--- src/rtl/exec_pkg.sv ---
// exec_pkg: opcodes, FSM encoding and ALU/branch helpers shared by the execute stage.
package exec_pkg;
  localparam logic [3:0] OP_ADDQ   = 4'd0;
  localparam logic [3:0] OP_SUBQ   = 4'd1;
  localparam logic [3:0] OP_AND    = 4'd2;
  localparam logic [3:0] OP_BIS    = 4'd3;
  localparam logic [3:0] OP_XOR    = 4'd4;
  localparam logic [3:0] OP_SLL    = 4'd5;
  localparam logic [3:0] OP_SRL    = 4'd6;
  localparam logic [3:0] OP_SRA    = 4'd7;
  localparam logic [3:0] OP_CMPEQ  = 4'd8;
  localparam logic [3:0] OP_CMPLT  = 4'd9;
  localparam logic [3:0] OP_CMPULT = 4'd10;
  localparam logic [3:0] OP_MULQ   = 4'd11;
  localparam logic [3:0] OP_UMULH  = 4'd12;
  localparam logic [3:0] OP_BEQ    = 4'd13;
  localparam logic [3:0] OP_BNE    = 4'd14;
  localparam logic [3:0] OP_BLT    = 4'd15;
  localparam logic [4:0] REG_ZERO  = 5'd31;
  typedef enum logic {S_IDLE, S_MUL} state_t;
  function automatic logic is_mul(input logic [3:0] op);
    return op == OP_MULQ || op == OP_UMULH;
  endfunction
  function automatic logic is_branch(input logic [3:0] op);
    return op >= OP_BEQ;
  endfunction
  function automatic logic branch_cond(input logic [3:0] op, input logic [63:0] ra);
    return op == OP_BEQ ? ra == 64'd0 : op == OP_BNE ? ra != 64'd0 : ra[63];
  endfunction
  // Multiply opcodes return zero here; their result comes from mul_iter.
  function automatic logic [63:0] alu_calc(input logic [3:0] op, input logic [63:0] a, input logic [63:0] b);
    logic [63:0] r;
    case (op)
      OP_SUBQ:   r = a - b;
      OP_AND:    r = a & b;
      OP_BIS:    r = a | b;
      OP_XOR:    r = a ^ b;
      OP_SLL:    r = a << b[5:0];
      OP_SRL:    r = a >> b[5:0];
      OP_SRA:    r = $signed(a) >>> b[5:0];
      OP_CMPEQ:  r = {63'd0, a == b};
      OP_CMPLT:  r = {63'd0, $signed(a) < $signed(b)};
      OP_CMPULT: r = {63'd0, a < b};
      OP_MULQ:   r = 64'd0;
      OP_UMULH:  r = 64'd0;
      default:   r = a + b;
    endcase
    return r;
  endfunction
endpackage

--- src/rtl/mul_iter.sv ---
// mul_iter: iterative unsigned 64x64->128 multiplier retiring MUL_BITS_PER_CYCLE bits per cycle.
module mul_iter
  import exec_pkg::*;
#(
  parameter int MUL_BITS_PER_CYCLE = 2
) (
  input  logic         clk,
  input  logic         reset,
  input  logic         start,
  input  logic [63:0]  a,
  input  logic [63:0]  b,
  output logic         busy,
  output logic         done,
  output logic [127:0] product
);
  localparam int ITER = 64 / MUL_BITS_PER_CYCLE;
  logic [127:0] mcand, acc, pp;
  logic [63:0]  mplier;
  logic [6:0]   cnt;
  always_comb begin
    pp = '0;
    for (int k = 0; k < MUL_BITS_PER_CYCLE; k++)
      pp = pp + (mplier[k] ? mcand << k : 128'd0);
  end
  // product is the accumulator after this cycle's step, so the final value is usable at the done edge.
  assign product = acc + pp;
  assign done    = busy && cnt == 7'(ITER - 1);
  always_ff @(posedge clk or posedge reset) begin
    if (reset) begin
      mcand  <= '0;
      mplier <= '0;
      acc    <= '0;
      cnt    <= '0;
      busy   <= 1'b0;
    end else if (start && !busy) begin
      mcand  <= {64'd0, a};
      mplier <= b;
      acc    <= '0;
      cnt    <= '0;
      busy   <= 1'b1;
    end else if (busy) begin
      acc    <= product;
      mcand  <= mcand << MUL_BITS_PER_CYCLE;
      mplier <= mplier >> MUL_BITS_PER_CYCLE;
      cnt    <= cnt + 7'd1;
      busy   <= !done;
    end
  end
endmodule

--- src/rtl/execute_stage.sv ---
// execute_stage: single-cycle ALU/compare/shift/branch plus stalling iterative multiply, registered write-back.
module execute_stage
  import exec_pkg::*;
#(
  parameter int MUL_BITS_PER_CYCLE = 2
) (
  input  logic        clk,
  input  logic        reset,
  input  logic        valid_in,
  input  logic [3:0]  alu_op,
  input  logic [63:0] op_a,
  input  logic [63:0] op_b,
  input  logic [63:0] ra_val,
  input  logic [4:0]  dest_in,
  output logic [63:0] result,
  output logic [4:0]  dest_out,
  output logic        wr_en,
  output logic        branch_taken,
  output logic        stall
);
  state_t       state, state_n;
  logic         mul_start, mul_done, mul_busy, mul_hi;
  logic [4:0]   mul_dest, dest_d;
  logic [127:0] prod;
  logic [63:0]  result_d;
  logic         wr_d, br_d;
  assign mul_start = state == S_IDLE && valid_in && is_mul(alu_op);
  assign stall     = mul_busy;
  mul_iter #(.MUL_BITS_PER_CYCLE(MUL_BITS_PER_CYCLE)) u_mul (
    .clk(clk), .reset(reset), .start(mul_start), .a(op_a), .b(op_b),
    .busy(mul_busy), .done(mul_done), .product(prod)
  );
  always_ff @(posedge clk or posedge reset) begin
    if (reset) state <= S_IDLE;
    else state <= state_n;
  end
  always_comb begin
    state_n = state == S_IDLE ? (mul_start ? S_MUL : S_IDLE) : (mul_done ? S_IDLE : S_MUL);
  end
  always_comb begin
    result_d = result;
    dest_d   = dest_out;
    wr_d     = 1'b0;
    br_d     = 1'b0;
    if (state == S_MUL && mul_done) begin
      result_d = mul_hi ? prod[127:64] : prod[63:0];
      dest_d   = mul_dest;
      wr_d     = mul_dest != REG_ZERO;
    end else if (state == S_IDLE && valid_in && !is_mul(alu_op)) begin
      result_d = alu_calc(alu_op, op_a, op_b);
      dest_d   = dest_in;
      wr_d     = !is_branch(alu_op) && dest_in != REG_ZERO;
      br_d     = is_branch(alu_op) && branch_cond(alu_op, ra_val);
    end
  end
  always_ff @(posedge clk or posedge reset) begin
    if (reset) begin
      result       <= '0;
      dest_out     <= '0;
      wr_en        <= 1'b0;
      branch_taken <= 1'b0;
      mul_hi       <= 1'b0;
      mul_dest     <= '0;
    end else begin
      result       <= result_d;
      dest_out     <= dest_d;
      wr_en        <= wr_d;
      branch_taken <= br_d;
      if (mul_start) begin
        mul_hi   <= alu_op == OP_UMULH;
        mul_dest <= dest_in;
      end
    end
  end
endmodule

--- config.mk ---
export PLATFORM = sky130hd
export DESIGN_NAME = execute_stage
export DESIGN_NICKNAME = d
export VERILOG_FILES = /design/src/rtl/exec_pkg.sv /design/src/rtl/mul_iter.sv /design/src/rtl/execute_stage.sv
export SDC_FILE = /design/constraint.sdc
export NUM_CORES = 2
export LEC_CHECK = 0
export CAP_MARGIN = 20
export CORE_ASPECT_RATIO = 1.75
export CORE_MARGIN = 3
export CORE_UTILIZATION = 40
export DETAILED_ROUTE_END_ITERATION = 10
export DONT_BUFFER_PORTS = 1
export MAX_ROUTING_LAYER = met4
export SYNTH_ARGS = -nofsm -noshare
export SYNTH_HDL_FRONTEND = slang
export SYNTH_SLANG_ARGS = --single-unit
export TNS_END_PERCENT = 10
--- constraint.sdc ---
create_clock -name clk -period 17.5 [get_ports clk]
set_input_delay 2.625 -clock clk [delete_from_list [all_inputs] [get_ports clk]]
set_output_delay 2.625 -clock clk [all_outputs]
set_load 0.02 [all_outputs]
==> metrics.md <==
| Metric | Value |
|---|---|
| Largest net degree at the start of global routing | `191` |
| Die width | `274 um` |
| Via count | `55000` |
| Die ar. | `0.130 sq mm` |
| Ys Warns | `0` |
| Combinational share of power | `28.0%` |
| Final Max Tran Viols | `0` |
| First drt pass iteration count | `8` |
| Setup_tns | `0 ns` |
| Highest Clock Rate | `0.138 GHz` |
| Nets@finish | `7240` |
| Synth Flop Type | `dfrtp_1` |
| Mapped Avg Cell Area | `7.27 sq um` |
| Layout area overhead | `5.73%` |
| Syn Std Cell Area | `0.0502 sq mm` |
| Clk network pwr share | `39.4%` |
| GR Util met2 | `73.6%` |
| DIE HEIGHT | `475 um` |
| HPWL after DPL | `234000 um` |
| Std cell rows | `171` |
| Grt met3 use | `9.38%` |
| Min cycle time layout | `7.22 ns` |
| Synthesized net count | `7564` |
| Post-CTS setup buffer count | `0` |
| Max clock buf depth | `3` |
| Number of global-route vias before repair | `54400` |
| CTS Buf Count | `48` |
| Met1 usage | `45.7%` |
| I/O pins | `276` |
| Max IR drop VDD | `0.0788 mV` |
| RSZ-0062 raised after global routing | `no` |
| CP startpoint kind | `flip-flop` |
| Final GP Congestion | `1.08` |
| Initial Util | `40.4%` |
| Switch Pwr | `1060 uW` |
| Crit path kind | `flip-flop to flip-flop` |
| Register share of total power | `32.6%` |
| P_int | `1820 uW` |
| Final setup viols | `0` |
| Post-route ant nets | `0` |
| Root Buffer | `clkbuf_16` |
| Number of max-cap violations | `0` |
| Post-route DRC | `0` |
| Hold WS | `0.478 ns` |
| Max FO, Critical Path | `58` |
| R2r setup slk | `10.28 ns` |
| First-pass GRT wire length | `408000 um` |
| Leak | `0.0231 uW` |
| Slew HR | `15.5%` |
| Status | `complete, no violations` |
| CP Capture Type | `flip-flop` |
| Sw Ratio | `36.8%` |
| Power per standard cell area | `54.2 mW/mm^2` |
| Worst Hold Class | `flip-flop to flip-flop` |
| Data arrival, critical path | `7.71 ns` |
| Routed vias/inst | `6.64` |
| Clock Latency Late Sink | `0.65 ns` |
| TritonCTS clock tree | `yes` |
| CP required | `17.99 ns` |
| Fin. Hold Viols | `0` |
| Grt total ovfl | `0` |
| Starting DRT DRC Count | `5762` |
| Final WL | `295000 um` |
| Wire per inst | `35.6 um` |
| Hold Buf Count CTS | `0` |
| Seq/Total Area, Yosys | `20.2%` |
| H-Tree Depth | `2` |
| Fraction of registers with async set/reset | `100%` |
| Resized cells post-CTS | `0` |
| Worst-path clk slew | `0.08 ns` |
| Post-synth EDFFs | `0` |
| Number of antenna violations at the first check in global routing | `18` |
| Sink Count | `406` |
| Core footprint | `0.124 sq mm` |
| #FFs+latches synth | `406` |
| Total GRT Usage | `45.3%` |
| Netlist cell types | `91` |
| Worst Tran Pin Value | `1.26 ns` |
| Final period utilization | `41.3%` |
| Syn Inst Count | `6910` |
| PortBufs | `0` |
| Global route hottest layer | `met2` |
| Worst clock skew | `0.0418 ns` |
| Layout cells sized above 1 | `6.09%` |
[power groups by stage]
| stage | sequential (uW) | clock (uW) | combinational, uW |
|---|---|---|---|
| finish | 938 | 1130 | 805 |
| global route | 938 | 1170 | 825 |
| CTS | 938 | 1140 | 775 |
| detailed placement | 956 | 0 | 772 |
| global placement | 956 | 0 | 778 |
| floorplan | 957 | 0 | 480 |
[cell usage after synthesis, types with 65 or more instances]
master / number / share of area [%]
nand2_1: 1026 / 7.7
nor2_1: 695 / 5.2
a21oi_1: 674 / 6.7
inv_1: 603 / 4.5
o21ai_0: 586 / 5.8
dfrtp_1: 406 / 20
clkbuf_1: 402 / 3.0
ha_1: 321 / 8.0
mux2i_1: 140 / 2.8
fa_1: 129 / 5.1
nand3_1: 110 / 1.1
xnor2_1: 108 / 1.9
mux4_2: 100 / 4.5
nor3_1: 99 / 0.99
o31ai_1: 98 / 1.5
a211oi_1: 89 / 1.3
o21bai_1: 88 / 1.3
a21o_1: 87 / 1.3
nand4_1: 78 / 0.97
o22ai_1: 77 / 0.96
a221oi_1: 65 / 1.1
[cell type report]
class	instances	area (sq um)
diodes	17	42.5
clock buffers	60	1330
clock inverters	25	345
fillers	13100	71200
inverters	612	2310
multi-input cells	5413	36000
flip-flops and latches	406	10200
well taps	1643	2060
repair buffers	105	816
[path summary, 6_finish.rpt]
| check | cells past startpoint | to | start |
|---|---|---|---|
| min in group asynchronous | 1 | u_mul.mcand[118]$_DFFE_PP0P_ | reset |
| max reg2reg | 17 | result[41]$_DFFE_PP0P_ | u_mul.mplier[0]$_DFFE_PP0P_ |
| min reg2reg | 2 | u_mul.mplier[22]$_DFFE_PP0P_ | u_mul.mplier[24]$_DFFE_PP0P_ |
| max | 17 | result[41]$_DFFE_PP0P_ | u_mul.mplier[0]$_DFFE_PP0P_ |
| min | 2 | u_mul.mplier[22]$_DFFE_PP0P_ | u_mul.mplier[24]$_DFFE_PP0P_ |
| max in group asynchronous | 4 | mul_dest[0]$_DFFE_PP0P_ | reset |
[metal layers]
layer  wire length (um)  vias up
li1                   -    23800
met1              99800    27000
met2             139000     3018
met3              22100     1192
met4              34100        0
met5                  0        -
[through the flow]
| step | util (%) | cells | area, sq um | setup slack [ns] | total power [uW] |
|---|---|---|---|---|---|
| 2_1_floorplan | - | 6910 | 50200 | 3.58 | 1440 |
| 3_3_place_gp | 41.3 | 8175 | 51400 | 10.14 | 1730 |
| 3_5_place_dp | 41.3 | 8177 | 51400 | 10.13 | 1730 |
| 4_1_cts | 42.7 | 8262 | 53000 | 10.64 | 2850 |
| 5_1_grt | 42.7 | 8277 | 53100 | 10.26 | 2930 |
| 6_report | 42.7 | 8281 | 53100 | 10.28 | 2880 |
[layout by cell type, fill, tap and decap left out, types with 34 or more instances in the layout]
master	n
nand2_1	1022
nor2_1	690
a21oi_1	672
inv_1	600
o21ai_0	580
dfrtp_1	402
ha_1	321
mux2i_1	139
fa_1	129
nand3_1	109
xnor2_1	108
mux4_2	100
buf_4	99
o31ai_1	97
nor3_1	95
a211oi_1	89
o21bai_1	88
a21o_1	86
nand4_1	78
o22ai_1	77
a221oi_1	65
a31oi_1	57
o211ai_1	56
nor4_1	55
xor2_1	52
and2_1	51
clkbuf_16	49
a22oi_1	40
o21a_1	39
o221ai_1	35
and3_1	34
[worst max-delay path: stages (launching register included)]
cell       delay [ns]
dfrtp_4          0.73
buf_4            0.64
and2_1           0.24
fa_1             0.43
ha_1             0.37
a21o_1           0.21
or3_1            0.35
o21ai_0          0.54
o2111ai_1        0.59
nand3_1          0.40
nand4b_1         0.42
a41oi_1          0.76
o21ai_0          0.20
buf_4            0.21
a31oi_1          0.29
xnor2_1          0.22
o22ai_1          0.40
a21oi_1          0.08
[cells by family (layout without fill, tap and decap cells)]
family	after synthesis	count (layout)	synth area share, %
fa+ha+maj	450	450	13.1
xor+xnor	160	160	2.79
buf+inv	1091	802	8.26
compound gates	2251	2251	28.1
flops	406	406	20.2
other cells	0	17	0
simple gates	2279	2279	19.4
mux	273	273	8.01
[state kept, by name, indices dropped and copies added (netlist names)]
signal	flops
u_mul.acc	128
u_mul.mcand	128
result	64
u_mul.mplier	64
u_mul.cnt	7
dest_out	5
mul_dest	5
branch_taken	1
mul_hi	1
state	1
u_mul.busy	1
wr_en	1
Note: power is estimated with default switching activity, not from simulation.
